**src/rtl/ecap5_dproc_pkg.sv**
```systemverilog
// ecap5_dproc_pkg: shared defaults for the regfile_mp register file.
// Used unchanged whether or not REGFILE_BYPASS_EN is defined.
package ecap5_dproc_pkg;
    localparam int DEF_XLEN = 32;
    localparam int DEF_NREGS = 32;
    localparam int DEF_AW = $clog2(DEF_NREGS);
    typedef logic [DEF_AW-1:0] reg_addr_t;
endpackage

```
**src/rtl/regfile_scoreboard.sv**
```systemverilog
// regfile_scoreboard: per-register pending-write counters with reserve/retire and underflow flag.
// REGFILE_BYPASS_EN adds multi_o (count > 1) so the top can report post-retire busy.
module regfile_scoreboard import ecap5_dproc_pkg::*; #(
    parameter int NREGS = DEF_NREGS,
    parameter int MAXPEND = 3,
    parameter int AW = $clog2(NREGS),
    parameter int PW = $clog2(MAXPEND + 1)
) (
    input  logic             clk_i,
    input  logic             rst_i,
    input  logic             rsv_i,
    input  logic [AW-1:0]    rsv_addr_i,
    input  logic             write_i,
    input  logic [AW-1:0]    waddr_i,
    output logic [NREGS-1:0] busy_o,
`ifdef REGFILE_BYPASS_EN
    output logic [NREGS-1:0] multi_o,
`endif
    output logic             full_o,
    output logic             underflow_o
);
    logic [PW-1:0] cnt_q [NREGS];
    logic [PW-1:0] cnt_d [NREGS];
    logic underflow_q, underflow_d;
    logic rsv_in, rsv_ok, wr_ok, same;
    assign rsv_in = rsv_addr_i != '0 && {1'b0, rsv_addr_i} < (AW+1)'(NREGS);
    assign rsv_ok = rsv_i && rsv_in;
    assign wr_ok = write_i && waddr_i != '0 && {1'b0, waddr_i} < (AW+1)'(NREGS);
    // A reserve and a retire on the same register cancel out
    assign same = rsv_ok && wr_ok && rsv_addr_i == waddr_i;
    assign full_o = rsv_in && cnt_q[rsv_addr_i] == PW'(MAXPEND);
    assign underflow_d = wr_ok && !same && cnt_q[waddr_i] == '0;
    assign underflow_o = underflow_q;
    always_comb begin
        for (int i = 0; i < NREGS; i++) begin
            cnt_d[i] = cnt_q[i];
            if (!same && rsv_ok && rsv_addr_i == AW'(i) && cnt_q[i] != PW'(MAXPEND))
                cnt_d[i] = cnt_q[i] + 1'b1;
            if (!same && wr_ok && waddr_i == AW'(i) && cnt_q[i] != '0)
                cnt_d[i] = cnt_q[i] - 1'b1;
        end
    end
    always_ff @(posedge clk_i) begin
        if (rst_i) begin
            for (int i = 0; i < NREGS; i++) cnt_q[i] <= '0;
            underflow_q <= 1'b0;
        end else begin
            cnt_q <= cnt_d;
            underflow_q <= underflow_d;
        end
    end
    for (genvar i = 0; i < NREGS; i++) begin : g_busy
        assign busy_o[i] = cnt_q[i] != '0;
`ifdef REGFILE_BYPASS_EN
        assign multi_o[i] = cnt_q[i] > PW'(1);
`endif
    end
endmodule

```
**src/rtl/regfile_mp.sv**
```systemverilog
// regfile_mp: multi-read-port register file with per-register write scoreboard.
// Define REGFILE_BYPASS_EN to forward same-cycle write data to matching read ports.
module regfile_mp import ecap5_dproc_pkg::*; #(
    parameter int XLEN = DEF_XLEN,
    parameter int NREGS = DEF_NREGS,
    parameter int NRD = 2,
    parameter int MAXPEND = 3,
    localparam int AW = $clog2(NREGS),
    localparam int PW = $clog2(MAXPEND + 1)
) (
    input  logic                clk_i,
    input  logic                rst_i,
    input  logic [NRD*AW-1:0]   raddr_i,
    output logic [NRD*XLEN-1:0] rdata_o,
    output logic [NRD-1:0]      rbusy_o,
    input  logic                rsv_i,
    input  logic [AW-1:0]       rsv_addr_i,
    output logic                rsv_full_o,
    input  logic                write_i,
    input  logic [AW-1:0]       waddr_i,
    input  logic [XLEN-1:0]     wdata_i,
    output logic                underflow_o
);
    logic [XLEN-1:0] mem_q [NREGS];
    logic [NREGS-1:0] busy;
    logic wr_ok;
    assign wr_ok = write_i && waddr_i != '0 && {1'b0, waddr_i} < (AW+1)'(NREGS);
`ifdef REGFILE_BYPASS_EN
    logic [NREGS-1:0] multi;
`endif
    regfile_scoreboard #(.NREGS(NREGS), .MAXPEND(MAXPEND), .AW(AW), .PW(PW)) u_sb (
        .clk_i       (clk_i),
        .rst_i       (rst_i),
        .rsv_i       (rsv_i),
        .rsv_addr_i  (rsv_addr_i),
        .write_i     (write_i),
        .waddr_i     (waddr_i),
        .busy_o      (busy),
`ifdef REGFILE_BYPASS_EN
        .multi_o     (multi),
`endif
        .full_o      (rsv_full_o),
        .underflow_o (underflow_o)
    );
    always_ff @(posedge clk_i) begin
        if (rst_i) begin
            for (int i = 0; i < NREGS; i++) mem_q[i] <= '0;
        end else if (wr_ok) begin
            mem_q[waddr_i] <= wdata_i;
        end
    end
    for (genvar k = 0; k < NRD; k++) begin : g_rd
        logic [AW-1:0] ra;
        logic in_rng, byp, nbusy;
        assign ra = raddr_i[k*AW +: AW];
        assign in_rng = ra != '0 && {1'b0, ra} < (AW+1)'(NREGS);
`ifdef REGFILE_BYPASS_EN
        // Busy reflects the count after this write retires, unless a reserve refills it
        assign byp = wr_ok && waddr_i == ra;
        assign nbusy = (rsv_i && rsv_addr_i == ra) ? busy[ra] : multi[ra];
`else
        assign byp = 1'b0;
        assign nbusy = 1'b0;
`endif
        assign rdata_o[k*XLEN +: XLEN] = !in_rng ? '0 : byp ? wdata_i : mem_q[ra];
        assign rbusy_o[k] = in_rng && (byp ? nbusy : busy[ra]);
    end
endmodule

```
**config.mk**
```make
export PLATFORM = sky130hd
export DESIGN_NAME = regfile_mp
export DESIGN_NICKNAME = d
export VERILOG_FILES = /design/src/rtl/ecap5_dproc_pkg.sv /design/src/rtl/regfile_scoreboard.sv /design/src/rtl/regfile_mp.sv
export SDC_FILE = /design/constraint.sdc
export NUM_CORES = 2
export LEC_CHECK = 0
export ABC_AREA = 1
export CAP_MARGIN = 0
export CORE_MARGIN = 2
export CORE_UTILIZATION = 47
export DETAILED_ROUTE_END_ITERATION = 10
export REMOVE_ABC_BUFFERS = 1
export SYNTH_ARGS = -nofsm -noshare
export SYNTH_HDL_FRONTEND = slang
export SYNTH_SLANG_ARGS = --single-unit
```
**constraint.sdc**
```tcl
create_clock -name clk_i -period 5.04 [get_ports clk_i]
set_input_delay 1.008 -clock clk_i [delete_from_list [all_inputs] [get_ports clk_i]]
set_output_delay 1.008 -clock clk_i [all_outputs]
set_load 0.02 [all_outputs]
```
==> qor.yml <==
max-clock-path-buffers: 3
nets: 7162
pwr-share-clk: 0.397
utilization: 0.531
hold_start: "u_sb.cnt_q[41]"
slew_violations: 0
critPathBufInv: 4
p_switching_w: 0.00637
grt_use_met3: 0.0821
clk_latency_ns: 0.76
top_usage_layer: "met2"
die_area_mm2: 0.131
power_w: 0.0228
die_x_um: 362
intPower_w: 0.0165
grt_pass1_wl_um: 370000
postCtsSetupBuffers: 0
max_freq_mhz: 213
cp_top_family: "buffers and inverters"
r2r_end: "u_sb.underflow_o"
worstPathRequired_ns: 4.03
rsz0062_at_grt: "no"
drt-vias-per-instance: 6.54
grt_use_met2: 0.571
core_region_area_mm2: 0.127
num_rows: 131
max-cap-violations: 0
clk_pin_slew_ns: 0.06
yosysWarnings: 0
cpMostUsedCell: "buf_12"
finalCriticalPeriod_ns: 4.70
root_buffer: "clkbuf_16"
whs_path_depth: 2
crit_slowest_cell: "nand3_2"
tightest_slew_ns: 1.31
crit_path_cell_trace: "buf_8, buf_12, nor3_1, nand3_2, buf_12, nand2_1, nor2_1, clkdlybuf4s50_1"
layout_setup_ws_ns: 0.337
pre_cts_ws_ns: 0.497
synth.most_common_cell: "nor2_1"
synth.yosys.seq_area_share: 0.533
htree_num_levels: 3
drc: 0
power.leakage_nw: 25.6
startpoint_type: "input port"
grt_max_degree: 124
syn_area_mm2: 0.0602
ys_top_cells_by_area: "edfxtp_1, nor2_1, o21ai_0"
synth.avg_cell_area_um2: 8.27
synth_edf_count: 1024
power.density_mw_per_mm2: 338
whs_ns: 0.485
setup_viol: 0
vias: 58000
num_io_pins: 124
use_met1: 0.511
period_share: 0.933
dr.first_iter.drc_count: 9158
synth_common_cells: "nor2_1, edfxtp_1, nand2_1"
peakVddDrop_v: 0.000255
r2r_slack_ns: 3.43
final_cells: 8871
post-place-cells: 8645
slowest_delay_ns: 0.72
cts_resized: 0
ys.flop_type: "edfxtp_1"
fillers: 11500
post-dp-hpwl_um: 143000
grt_pass1_vias: 54800
antenna_found_initial: 3
cts_sinks: 1089
worstHoldEndpoint: "u_sb.cnt_q[41]"
critPathKind: "in -> out"
p_seq_frac: 0.464
async_flop_share: 0
start_util: 0.473
die_h_um: 362
synth.top_cell.area_share: 0.511
synth_top_cell_by_area: "edfxtp_1"
tritoncts: "built"
crit_arrival_ns: 3.69
numPortBuffers: 123
endpoint_kind: "output port"
cts_made_buffers: 120
ys_types: 35
hold_viol: 0
hold_class: "reg -> reg"
cts_hold_buf: 0
grt_overflow: 0
globalplace.congestion: 0.932
routed_wl_um: 256000
dr.pass1.iters: 6
yosys_register_bits: 1089
p_comb_frac: 0.139
routedWlPerCell_um: 28.8
gr-usage-all-layers: 0.382
relSlewSlack: 0.129
drive_gt1_frac: 0.0760
antenna_cells: 0
outcome: "completed"
syn2layout_area_growth_pct: 12.3
fin_skew_ns: 0.0182
critical_path.max_fanout: 30
ant_nets: 0
r2r-start: "u_sb.cnt_q[34]"
rr_worst_depth: 7
synthCells: 7273
switching_share: 0.279
-- worst max path at each step --
| stage | startpoint | end | slack [ns] | cells past startpoint |
|---|---|---|---|---|
| after floorplan | raddr_i[0] | rdata_o[0] | -2.45 | 4 |
| after global placement | raddr_i[6] | rdata_o[39] | 0.53 | 8 |
| after detailed placement | raddr_i[6] | rdata_o[39] | 0.50 | 8 |
| after CTS | raddr_i[6] | rdata_o[39] | 0.49 | 8 |
| after global routing | raddr_i[1] | rdata_o[1] | 0.32 | 9 |
| final | raddr_i[6] | rdata_o[39] | 0.34 | 8 |
-- flip-flops by register name (all words and copies together), names as in the netlist --
| register | cells |
|---|---|
| mem_q | 1024 |
| u_sb.underflow_o | 1 |
| u_sb.cnt_q | 64 |
-- layer usage --
metal / up-vias / wire, um
met2: 4527 / 110000
met3: 1013 / 33700
met5: - / 66
li1: 24800 / -
met4: 10 / 16900
met1: 27600 / 95200
-- tightest hold or removal path, cell delays in order (launching register included) --
cell     delay [ns]
dfxtp_1        0.33
inv_1          0.06
a21oi_1        0.05
-- through the flow --
stage / area [um^2] / setup TNS, ns
after floorplan: 57200 / -160.47
after global placement: 63600 / 0
after detailed placement: 63600 / 0
after CTS: 67600 / 0
after global routing: 67600 / 0
final: 67600 / 0
-- cell type report --
cell class,count,area [um^2],share of cell area
clock inverters,79,741,0.0110
well taps,1662,2080,0.0308
repair buffers,374,4100,0.0607
clock buffers,147,3210,0.0475
multi-input cells,5329,24600,0.364
inverters,191,763,0.0113
flip-flops and latches,1089,32100,0.474
-- cell families after synthesis --
kind of cell               after synthesis  share of synthesized area
and+or+nand+nor                       3662                      0.245
AOI/OAI and AO/OA                     1633                      0.159
DFF                                   1089                      0.533
buffers and inverters                  886                     0.0630
xor gates and xnor gates                 1                   0.000146
adders and majority gates                1                   0.000208
other                                    1                  0.0000623
-- placed cells by master (no fill, tap or decap), types with 22 or more instances in the layout --
| master | netlist | final |
|---|---|---|
| nor2_1 | 2103 | 2102 |
| clkinv_1 | 1 | 33 |
| nand3_1 | 486 | 484 |
| o31ai_1 | 48 | 48 |
| dfxtp_1 | 65 | 65 |
| buf_4 | 25 | 177 |
| nor3_1 | 27 | 27 |
| buf_12 | 0 | 78 |
| nand2_1 | 978 | 916 |
| o22ai_1 | 29 | 29 |
| inv_1 | 177 | 174 |
| clkdlybuf4s50_1 | 0 | 112 |
| clkbuf_16 | 0 | 125 |
| nand4_1 | 37 | 37 |
| conb_1 | 1 | 32 |
| clkbuf_1 | 388 | 22 |
| a21oi_1 | 325 | 325 |
| edfxtp_1 | 1024 | 1024 |
| nand2_2 | 1 | 63 |
| o21ai_0 | 887 | 887 |
| o221ai_1 | 313 | 313 |
-- power by group through the flow --
stage | Combinational (W) | Clock, W | Sequential (W)
after CTS | 0.00306 | 0.00907 | 0.0106
after detailed placement | 0.00305 | 0 | 0.0108
final | 0.00317 | 0.00907 | 0.0106
after floorplan | 0.00151 | 0 | 0.0107
after global placement | 0.00303 | 0 | 0.0108
after global routing | 0.00333 | 0.00942 | 0.0106
No activity file was read; power rests on OpenSTA's default activity.
